===== config.mk =====
export PLATFORM = sky130hd
export DESIGN_NAME = memory_2p
export DESIGN_NICKNAME = d
export VERILOG_FILES = /design/src/rtl/memory_pkg.sv /design/src/rtl/memory_rd_pipe.sv /design/src/rtl/memory_2p.sv
export SDC_FILE = /design/constraint.sdc
export NUM_CORES = 1
export LEC_CHECK = 0
export CORE_AREA = 2 2 200 202
export DETAILED_ROUTE_END_ITERATION = 12
export DIE_AREA = 0 0 202 204
export PLACE_DENSITY_LB_ADDON = 0.08
export SLEW_MARGIN = 20
export SYNTH_ARGS = -nofsm -noshare
export SYNTH_HDL_FRONTEND = slang
export SYNTH_SLANG_ARGS = --single-unit

===== constraint.sdc =====
create_clock -name memory_clk -period 2.4 [get_ports memory_clk]
set_input_delay 0.48 -clock memory_clk [delete_from_list [all_inputs] [get_ports memory_clk]]
set_output_delay 0.48 -clock memory_clk [all_outputs]
set_load 0.005 [all_outputs]

===== src/rtl/memory_pkg.sv =====
// Shared types and constants for the two-port memory and its read pipeline.
package memory_pkg;

  typedef enum logic [0:0] {
    MEM_INIT  = 1'b0,
    MEM_READY = 1'b1
  } mem_state_e;

  localparam int unsigned RD_LATENCY_MIN = 1;
  localparam int unsigned RD_LATENCY_MAX = 4;

  function automatic int unsigned be_width(input int unsigned data_width);
    return data_width / 8;
  endfunction

endpackage


===== src/rtl/memory_rd_pipe.sv =====
// Read-data delay line: RD_LATENCY valid/data stages, flushed by async reset.
module memory_rd_pipe #(
  parameter int unsigned DATA_WIDTH = 32,
  parameter int unsigned RD_LATENCY = 1
) (
  input  logic                  clk,
  input  logic                  rst_n,
  input  logic                  vld_i,
  input  logic [DATA_WIDTH-1:0] data_i,
  output logic                  vld_o,
  output logic [DATA_WIDTH-1:0] data_o
);

  logic [RD_LATENCY-1:0] vld_q;
  logic [DATA_WIDTH-1:0] data_q [RD_LATENCY];

  // Data stages load only behind a valid so the output holds between reads.
  always_ff @(posedge clk or negedge rst_n) begin
    if (!rst_n) begin
      vld_q <= '0;
      for (int i = 0; i < int'(RD_LATENCY); i++) begin
        data_q[i] <= '0;
      end
    end else begin
      vld_q[0] <= vld_i;
      if (vld_i) begin
        data_q[0] <= data_i;
      end
      for (int i = 1; i < int'(RD_LATENCY); i++) begin
        vld_q[i] <= vld_q[i-1];
        if (vld_q[i-1]) begin
          data_q[i] <= data_q[i-1];
        end
      end
    end
  end

  assign vld_o  = vld_q[RD_LATENCY-1];
  assign data_o = data_q[RD_LATENCY-1];

endmodule


===== src/rtl/memory_2p.sv =====
// One-write/one-read port memory with byte enables, write-first collision
// bypass, optional post-reset clear sequence and sticky access-error flag.
module memory_2p
  import memory_pkg::*;
#(
  parameter int unsigned ADDR_WIDTH   = 4,
  parameter int unsigned DATA_WIDTH   = 32,
  parameter int unsigned DEPTH        = 2 ** ADDR_WIDTH,
  parameter int unsigned RD_LATENCY   = 1,
  parameter int unsigned CLEAR_ON_RST = 1,
  localparam int unsigned BE_WIDTH    = be_width(DATA_WIDTH)
) (
  input  logic                  memory_clk,
  input  logic                  memory_rst,
  input  logic                  memory_wr_en,
  input  logic [ADDR_WIDTH-1:0] memory_wr_addr,
  input  logic [DATA_WIDTH-1:0] memory_wr_data,
  input  logic [BE_WIDTH-1:0]   memory_wr_be,
  input  logic                  memory_rd_en,
  input  logic [ADDR_WIDTH-1:0] memory_rd_addr,
  output logic                  memory_vld_out,
  output logic [DATA_WIDTH-1:0] memory_data_out,
  output logic                  memory_ready,
  output logic                  memory_err
);

  localparam int unsigned IDX_W    = (DEPTH > 1) ? $clog2(DEPTH) : 1;
  localparam logic [IDX_W-1:0] LAST_IDX = IDX_W'(DEPTH - 1);
  localparam mem_state_e RST_STATE = (CLEAR_ON_RST != 0) ? MEM_INIT : MEM_READY;

  if ((DATA_WIDTH % 8) != 0) begin : g_chk_dw
    $error("memory_2p: DATA_WIDTH must be a multiple of 8");
  end
  if ((DEPTH < 2) || (DEPTH > 2 ** ADDR_WIDTH)) begin : g_chk_depth
    $error("memory_2p: DEPTH out of range 2..2**ADDR_WIDTH");
  end
  if ((RD_LATENCY < RD_LATENCY_MIN) || (RD_LATENCY > RD_LATENCY_MAX)) begin : g_chk_lat
    $error("memory_2p: RD_LATENCY out of range");
  end

  logic [DATA_WIDTH-1:0] mem_q [DEPTH];

  mem_state_e            state_q, state_d;
  logic [IDX_W-1:0]      cnt_q, cnt_d;
  logic                  ready_q, ready_d;
  logic                  err_q, err_d;
  logic                  rd_vld0_q;
  logic [DATA_WIDTH-1:0] rd_data0_q;

  logic                  init_wr_c;
  logic                  wr_in_range_c, rd_in_range_c;
  logic                  wr_acc_c, rd_acc_c;
  logic [IDX_W-1:0]      wr_idx_c, rd_idx_c;
  logic [DATA_WIDTH-1:0] rd_word_c;

  function automatic logic [DATA_WIDTH-1:0] merge_bytes(
    input logic [DATA_WIDTH-1:0] old_word,
    input logic [DATA_WIDTH-1:0] new_word,
    input logic [BE_WIDTH-1:0]   be
  );
    logic [DATA_WIDTH-1:0] res;
    res = old_word;
    for (int i = 0; i < int'(BE_WIDTH); i++) begin
      if (be[i]) begin
        res[8*i +: 8] = new_word[8*i +: 8];
      end
    end
    return res;
  endfunction

  assign wr_idx_c      = memory_wr_addr[IDX_W-1:0];
  assign rd_idx_c      = memory_rd_addr[IDX_W-1:0];
  assign wr_in_range_c = ({1'b0, memory_wr_addr} < (ADDR_WIDTH+1)'(DEPTH));
  assign rd_in_range_c = ({1'b0, memory_rd_addr} < (ADDR_WIDTH+1)'(DEPTH));

  // Init sequencing, access acceptance and error detection.
  always_comb begin
    state_d   = state_q;
    cnt_d     = cnt_q;
    err_d     = err_q;
    init_wr_c = 1'b0;
    wr_acc_c  = 1'b0;
    rd_acc_c  = 1'b0;

    case (state_q)
      MEM_INIT: begin
        init_wr_c = 1'b1;
        if (cnt_q == LAST_IDX) begin
          state_d = MEM_READY;
        end else begin
          cnt_d = cnt_q + IDX_W'(1);
        end
      end
      default: begin
        state_d = MEM_READY;
      end
    endcase

    ready_d = (state_d == MEM_READY);

    if (ready_q) begin
      wr_acc_c = memory_wr_en && wr_in_range_c;
      rd_acc_c = memory_rd_en;
      if ((memory_wr_en && !wr_in_range_c) || (memory_rd_en && !rd_in_range_c)) begin
        err_d = 1'b1;
      end
    end else if (memory_wr_en || memory_rd_en) begin
      err_d = 1'b1;
    end
  end

  // Write-first: a same-address write in this cycle is merged into the read word.
  always_comb begin
    rd_word_c = '0;
    if (rd_in_range_c) begin
      rd_word_c = mem_q[rd_idx_c];
      if (wr_acc_c && (wr_idx_c == rd_idx_c)) begin
        rd_word_c = merge_bytes(mem_q[rd_idx_c], memory_wr_data, memory_wr_be);
      end
    end
  end

  always_ff @(posedge memory_clk or negedge memory_rst) begin
    if (!memory_rst) begin
      state_q    <= RST_STATE;
      cnt_q      <= '0;
      ready_q    <= 1'b0;
      err_q      <= 1'b0;
      rd_vld0_q  <= 1'b0;
      rd_data0_q <= '0;
    end else begin
      state_q   <= state_d;
      cnt_q     <= cnt_d;
      ready_q   <= ready_d;
      err_q     <= err_d;
      rd_vld0_q <= rd_acc_c;
      if (rd_acc_c) begin
        rd_data0_q <= rd_word_c;
      end
    end
  end

  // Storage array has no reset; clearing is done by the init sequence.
  always_ff @(posedge memory_clk) begin
    if (init_wr_c) begin
      mem_q[cnt_q] <= '0;
    end else if (wr_acc_c) begin
      for (int i = 0; i < int'(BE_WIDTH); i++) begin
        if (memory_wr_be[i]) begin
          mem_q[wr_idx_c][8*i +: 8] <= memory_wr_data[8*i +: 8];
        end
      end
    end
  end

  memory_rd_pipe #(
    .DATA_WIDTH (DATA_WIDTH),
    .RD_LATENCY (RD_LATENCY)
  ) u_rd_pipe (
    .clk    (memory_clk),
    .rst_n  (memory_rst),
    .vld_i  (rd_vld0_q),
    .data_i (rd_data0_q),
    .vld_o  (memory_vld_out),
    .data_o (memory_data_out)
  );

  assign memory_ready = ready_q;
  assign memory_err   = err_q;

endmodule

==> results.toml, run 1 <==
[timing]
drv_slew = 0
post-route-period-util_pct = 96.2
slew_headroom_pct = 22.8
tightest_slew_ns = 1.15
postLayoutSetupSlackWorst_ns = 0.0901
layout_min_cycle_time_ns = 2.31
fmax_mhz = 433
tns_ns = 0
timing.hold.ws_ns = 0.354
finalHoldViolations = 0
rsz0062_at_grt = "false"
fin_worst_skew_ns = 0.0150
setup_viol = 0

[clocking]
cts_sinks = 584
cts-root-buf = "clkbuf_16"
clk_pin_slew_worst_paths_ns = 0.06
insertion_delay_ns = 0.60
cts-buffers-inserted = 56
clock_tree.buffer_depth = 3
htreeDepth = 2
cts_tree = "built"

[finish]
utilization_pct = 72.3
final_cell_area_mm2 = 0.0283
final-instance-count-excl-fill = 1997
syn_to_final_growth_pct = 20.8
nets = 1475
drive_gt1_share_pct = 30.4
fillerInstances = 2306

[global_route]
grt_pass1_vias = 13000
grt_usage_pct = 27.4
use_met3_pct = 3.67
busiest_layer = "met2"
grtUsageMet1_pct = 40.0
overflow = 0
grtUsageMet2_pct = 43.6
antenna_found_initial = 2
grt_max_degree = 49
grt_pass1_wl_mm = 82.3

[critical_path]
reg2reg_depth = 5
crit_family = "buffers and inverters"
r2r_end = "mem_q[15][27]$_DFFE_PP_"
path_buf_inv = 2
r2r-start = "memory_ready$_DFF_PN0_"
end_kind = "output pin"
cp_cell_sequence = "buf_8 > clkdlybuf4s50_1"
arrival_ns = 1.83
critPathMaxStageDelay_ns = 0.56
path_max_fanout = 40
slowest_stage = "clkdlybuf4s50_1"
crit_path_start_kind = "flip-flop"
required_ns = 1.92
rrSetupSlack_ns = 0.45
crit_type = "flip-flop to output pin"

[logic_synthesis]
ys_top_cells_by_count = "edfxtp_1 (512), mux4_2 (128), dfrtp_1 (72), and2_1 (65), a22o_1 (64)"
syn_area_mm2 = 0.0234
post_synth_num_cell_types = 35
synth_fp_nets = 1255
synthCells = 1206
synth_top_cell_area_share_pct = 65.6
synth_top_area_cell = "edfxtp_1"
synth_seq_area_share_pct = 73.3
yosysMostFrequentCell = "edfxtp_1"
syn_area_per_cell_um2 = 19.4
synth_edf_count = 512
ys_seq_elements = 584
async_flop_share_pct = 12.3
synth_warnings = 0
synthFlopType = "edfxtp_1"
synth_area_leaders = "edfxtp_1 (66%), mux4_2 (12%), dfrtp_1 (7.7%)"

[power_and_ir_drop]
peakVddDrop_v = 0.000768
leakage_nw = 10.4
p_per_area_mw_per_mm2 = 772
total_power_mw = 21.9

[floorplan]
core-area_mm2 = 0.0392
pin_count = 83
rows = 73
die_h_um = 204
dieArea_mm2 = 0.0412
die_x_um = 202
initial_core_util_pct = 59.8

[route]
routedWlPerCell_um = 27.3
wirelength_mm = 54.4
drt_iter0_drc = 1207
vias = 12500
antenna_left = 0
route.detailed.drc = 0
drt-pass1-iter-count = 5
via_per_inst = 6.28

[placed_design]
place_congestion = 0.830
io_buffers = 82
postPlaceCellArea_mm2 = 0.0263
dp_slack_ns = -1.01
dp.cells = 1881
hpwl_mm = 34.2

[hold_path]
hp-class = "input pin to async pin"

[run]
max_cap_violations = 0

[outcome]
status = "finished, final reports clean"
## worst reg2reg max path: stages, from the launching register on
cell and delay [ns]:
dfrtp_1 0.39, nand2_2 0.10, nor2_4 0.21, mux2_4 0.48
nor3_1 0.26, buf_4 0.22
## cells by family (layout without fill, tap and decap cells)
kind of cell | Yosys count | in the layout | synth area share, %
DFF | 584 | 584 | 73.3
and+or+nand+nor | 221 | 221 | 5.29
muxes | 169 | 169 | 14.5
AOI/OAI and AO/OA | 138 | 138 | 4.61
buffers and inverters | 86 | 350 | 1.96
xor gates and xnor gates | 7 | 7 | 0.262
adders and majority gates | 1 | 1 | 0.0534
other | 0 | 2 | 0
## how the worst max path moves through the flow
stage	startpoint	endpoint	cells after the start
2_1_floorplan	memory_wr_be[3]	mem_q[10][0]$_DFFE_PP_	6
3_3_place_gp	memory_wr_be[3]	mem_q[0][3]$_DFFE_PP_	6
3_5_place_dp	memory_wr_be[3]	mem_q[0][20]$_DFFE_PP_	6
4_1_cts	memory_ready$_DFF_PN0_	memory_ready	2
5_1_grt	memory_wr_be[3]	mem_q[13][9]$_DFFE_PP_	8
6_report	memory_ready$_DFF_PN0_	memory_ready	2
## sequential cells by signal, indices dropped and copies added (netlist names)
name and count:
rd_vld0_q 1, rd_data0_q 32, cnt_q 4, memory_ready 1, memory_err 1, mem_q 512
u_rd_pipe.data_o 32, u_rd_pipe.vld_o 1
## metal layers
metal,part of all wire (%),vias up
met2,49,532
met5,0,-
met1,41,6545
li1,-,5376
met4,2.5,0
met3,7.5,86
## power by group
group	total, mW	switching, mW	internal [mW]
clock	8.84	3.67	5.18
sequential	11.3	0.0817	11.2
combinational	1.70	0.875	0.821
total	21.9	4.62	17.2
## layout make-up
class,instances,area (um^2),area share (%)
diodes,2,5.00,0.0177
clock buffers,66,1460,5.15
clock inverters,36,369,1.30
inverters,2,7.51,0.0265
multi-input cells,536,5910,20.9
flip-flops and latches,584,17200,60.6
well taps,525,657,2.32
repair buffers,246,2740,9.66
## cell usage in the layout, fill, tap and decap left out, types with 2 or more instances in the layout
cell / synthesis / layout
a41oi_1: 32 / 32
clkbuf_16: 0 / 57
nor3_1: 58 / 41
clkinvlp_4: 0 / 2
buf_4: 13 / 110
clkdlybuf4s50_1: 0 / 79
nor2_1: 39 / 37
a22o_1: 64 / 64
buf_12: 0 / 54
nor2b_2: 0 / 2
nand2_1: 6 / 6
mux2_4: 2 / 2
edfxtp_1: 512 / 512
o21ai_1: 32 / 32
and2_1: 65 / 65
bufinv_16: 0 / 8
mux2i_4: 5 / 5
nor2_4: 1 / 2
mux2_2: 33 / 33
xnor2_1: 2 / 2
dfrtp_1: 72 / 72
nor3_2: 6 / 23
nor2b_1: 10 / 8
mux4_2: 128 / 128
a21boi_1: 4 / 4
clkinv_2: 0 / 9
diode_2: 0 / 2
and3_1: 32 / 32
clkbuf_1: 37 / 9
inv_1: 2 / 2
clkinv_1: 0 / 16
a31o_2: 4 / 4
xor2_1: 5 / 5
## repair_timing
item	CTS	global route
resized for setup	2	2
hold endpoints to repair	24	0
hold buffers	1	0
setup buffers	11	0
endpoints found under the setup margin	529	1
pin swaps	2	0
(Power assumes the default switching activity.)
==> inputs of run 2 (changes only) <==
CORE_AREA = 2 2 201 203   (was 2 2 200 202)
DIE_AREA = 0 0 203 205   (was 0 0 202 204)
MAX_ROUTING_LAYER = met4   (was unset)
PLACE_DENSITY = 0.84   (was unset)
PLACE_DENSITY_LB_ADDON = unset   (was 0.08)
==> run 2 against run 1 <==
Net effect: clock-buffer cell count rose by 9; cell area up 0.13%; sequential cell count unchanged; routed wire length up 8.5%; clock power increased by 3.5%; clock skew grew 0.0062 ns; via count grew 5.3%.
==> results.toml, run 2 (synthesized netlist as in run 1, its figures left out) <==
[clocking]
cts-root-buf = "clkbuf_16"
clk_pin_slew_worst_paths_ns = 0.06
clock_tree.buffer_depth = 3
cts_sinks = 584
cts_tree = "built"
cts-buffers-inserted = 56
insertion_delay_ns = 0.60
htreeDepth = 2

[timing]
setup_viol = 0
drv_slew = 0
layout_min_cycle_time_ns = 2.38
tns_ns = 0
fmax_mhz = 420
post-route-period-util_pct = 99.3
tightest_slew_ns = 1.20
fin_worst_skew_ns = 0.0213
finalHoldViolations = 0
slew_headroom_pct = 19.8

[global_route]
antenna_found_initial = 0
grt_usage_pct = 29.9
overflow = 0
grt_pass1_wl_mm = 87.6
grt_pass1_vias = 13600
grt_max_degree = 52

[placed_design]
hpwl_mm = 35.4
dp.cells = 1873
io_buffers = 82
place_congestion = 0.827
postPlaceCellArea_mm2 = 0.0263

[route]
antenna_left = 0
via_per_inst = 6.63
routedWlPerCell_um = 29.6
route.detailed.drc = 0
drt-pass1-iter-count = 5
drt_iter0_drc = 1753
wirelength_mm = 59.1
vias = 13200

[floorplan]
pin_count = 83
die_h_um = 205
dieArea_mm2 = 0.0416
rows = 73
core-area_mm2 = 0.0394
initial_core_util_pct = 59.5
die_x_um = 203

[power_and_ir_drop]
p_per_area_mw_per_mm2 = 783
leakage_nw = 10.4
total_power_mw = 22.2
peakVddDrop_v = 0.000612

[hold_path]
hp-class = "flip-flop to flip-flop"
hold-path-cell-count = 1

[critical_path]
required_ns = 1.92
path_buf_inv = 2
worst-path-stages = 2
crit_type = "flip-flop to output pin"
critPathMaxStageDelay_ns = 0.57
crit_family = "buffers and inverters"
rrSetupSlack_ns = 0.24
arrival_ns = 1.90
path_max_fanout = 40
cp_cell_sequence = "clkbuf_8 > clkdlybuf4s50_1"
end_kind = "output pin"
slowest_stage = "clkdlybuf4s50_1"
crit_path_start_kind = "flip-flop"
reg2reg_depth = 6

[run]
max_cap_violations = 0

[finish]
final_cell_area_mm2 = 0.0284
drive_gt1_share_pct = 30.8
n_antenna_cell = 0
final-instance-count-excl-fill = 1992
largest-register = "mem_q"
layout.cells.most_common_list = "edfxtp_1 (512), mux4_2 (128), buf_4 (103)"
syn_to_final_growth_pct = 21.0
largest_reg_flops = 512
final_common_cell = "edfxtp_1"
nets = 1468

[outcome]
status = "finished, final reports clean"
run 2: cell count changes in the layout (fill, tap and decap cells not counted), sizes merged:
cell,previous run,this run
inv,2,5
buf,165,157
dlymetal6s2s,0,1
clkbuf,67,77
clkinv,26,20
clkinvlp,2,0
diode,2,0
clkdlybuf4s50,79,78
run 2: per-layer routing:
layer	up-vias	GRT usage [%]	part of all wire [%]
li1	5371	-	-
met1	6761	39.0	36
met2	913	47.5	50
met3	161	5.90	11
met4	0	11.1	3.5
met5	-	-	0
run 2: cell type report:
type | count | area, um^2
clock buffers | 75 | 1540
clock inverters | 31 | 364
fillers | 2136 | 11000
inverters | 2 | 7.51
multi-input cells | 536 | 5930
flip-flops and latches | 584 | 17200
well taps | 525 | 657
repair buffers | 239 | 2690
run 2: worst paths after layout:
check / startpoint / to
worst max-delay path: memory_ready$_DFF_PN0_ / memory_ready
max in group asynchronous: memory_rst / u_rd_pipe.data_o[0]$_DFFE_PN0P_
worst min-delay path: memory_err$_DFFE_PN0P_ / memory_err$_DFFE_PN0P_
worst min register to register: memory_err$_DFFE_PN0P_ / memory_err$_DFFE_PN0P_
worst max register to register: memory_ready$_DFF_PN0_ / mem_q[15][13]$_DFFE_PP_
min in group asynchronous: memory_rst / memory_err$_DFFE_PN0P_
run 2: worst reg2reg max path: stages (launching register included):
cell and delay, ns:
dfrtp_1 0.40, nand2_2 0.11, nor2_4 0.18, buf_12 0.18, mux2_4 0.46, nor3_2 0.31, buf_4 0.23
run 2: through the flow:
stage	worst slack (ns)	hold slack [ns]	utilization, %
after floorplan	-0.106	0.184	-
after global placement	-0.572	0.461	66.7
after detailed placement	-0.685	0.467	66.7
after CTS	0.00955	0.482	71.9
after global routing	-0.0172	0.493	72.0
final	0.0174	0.481	72.0
run 2: what timing repair did:
action                                  in CTS  in global routing
hold endpoints to repair                    49                  0
endpoints found under the setup margin     299                100
resized for setup                            3                  5
setup buffers                               11                  1
hold buffers                                 1                  0
pin swaps                                    0                  1
run 2: where the power goes:
group	switching, mW	leakage (nW)	internal [mW]
Combinational	0.911	3.26	0.813
Sequential	0.0950	6.21	11.2
Clock	3.77	0.940	5.38
Total	4.78	10.4	17.4
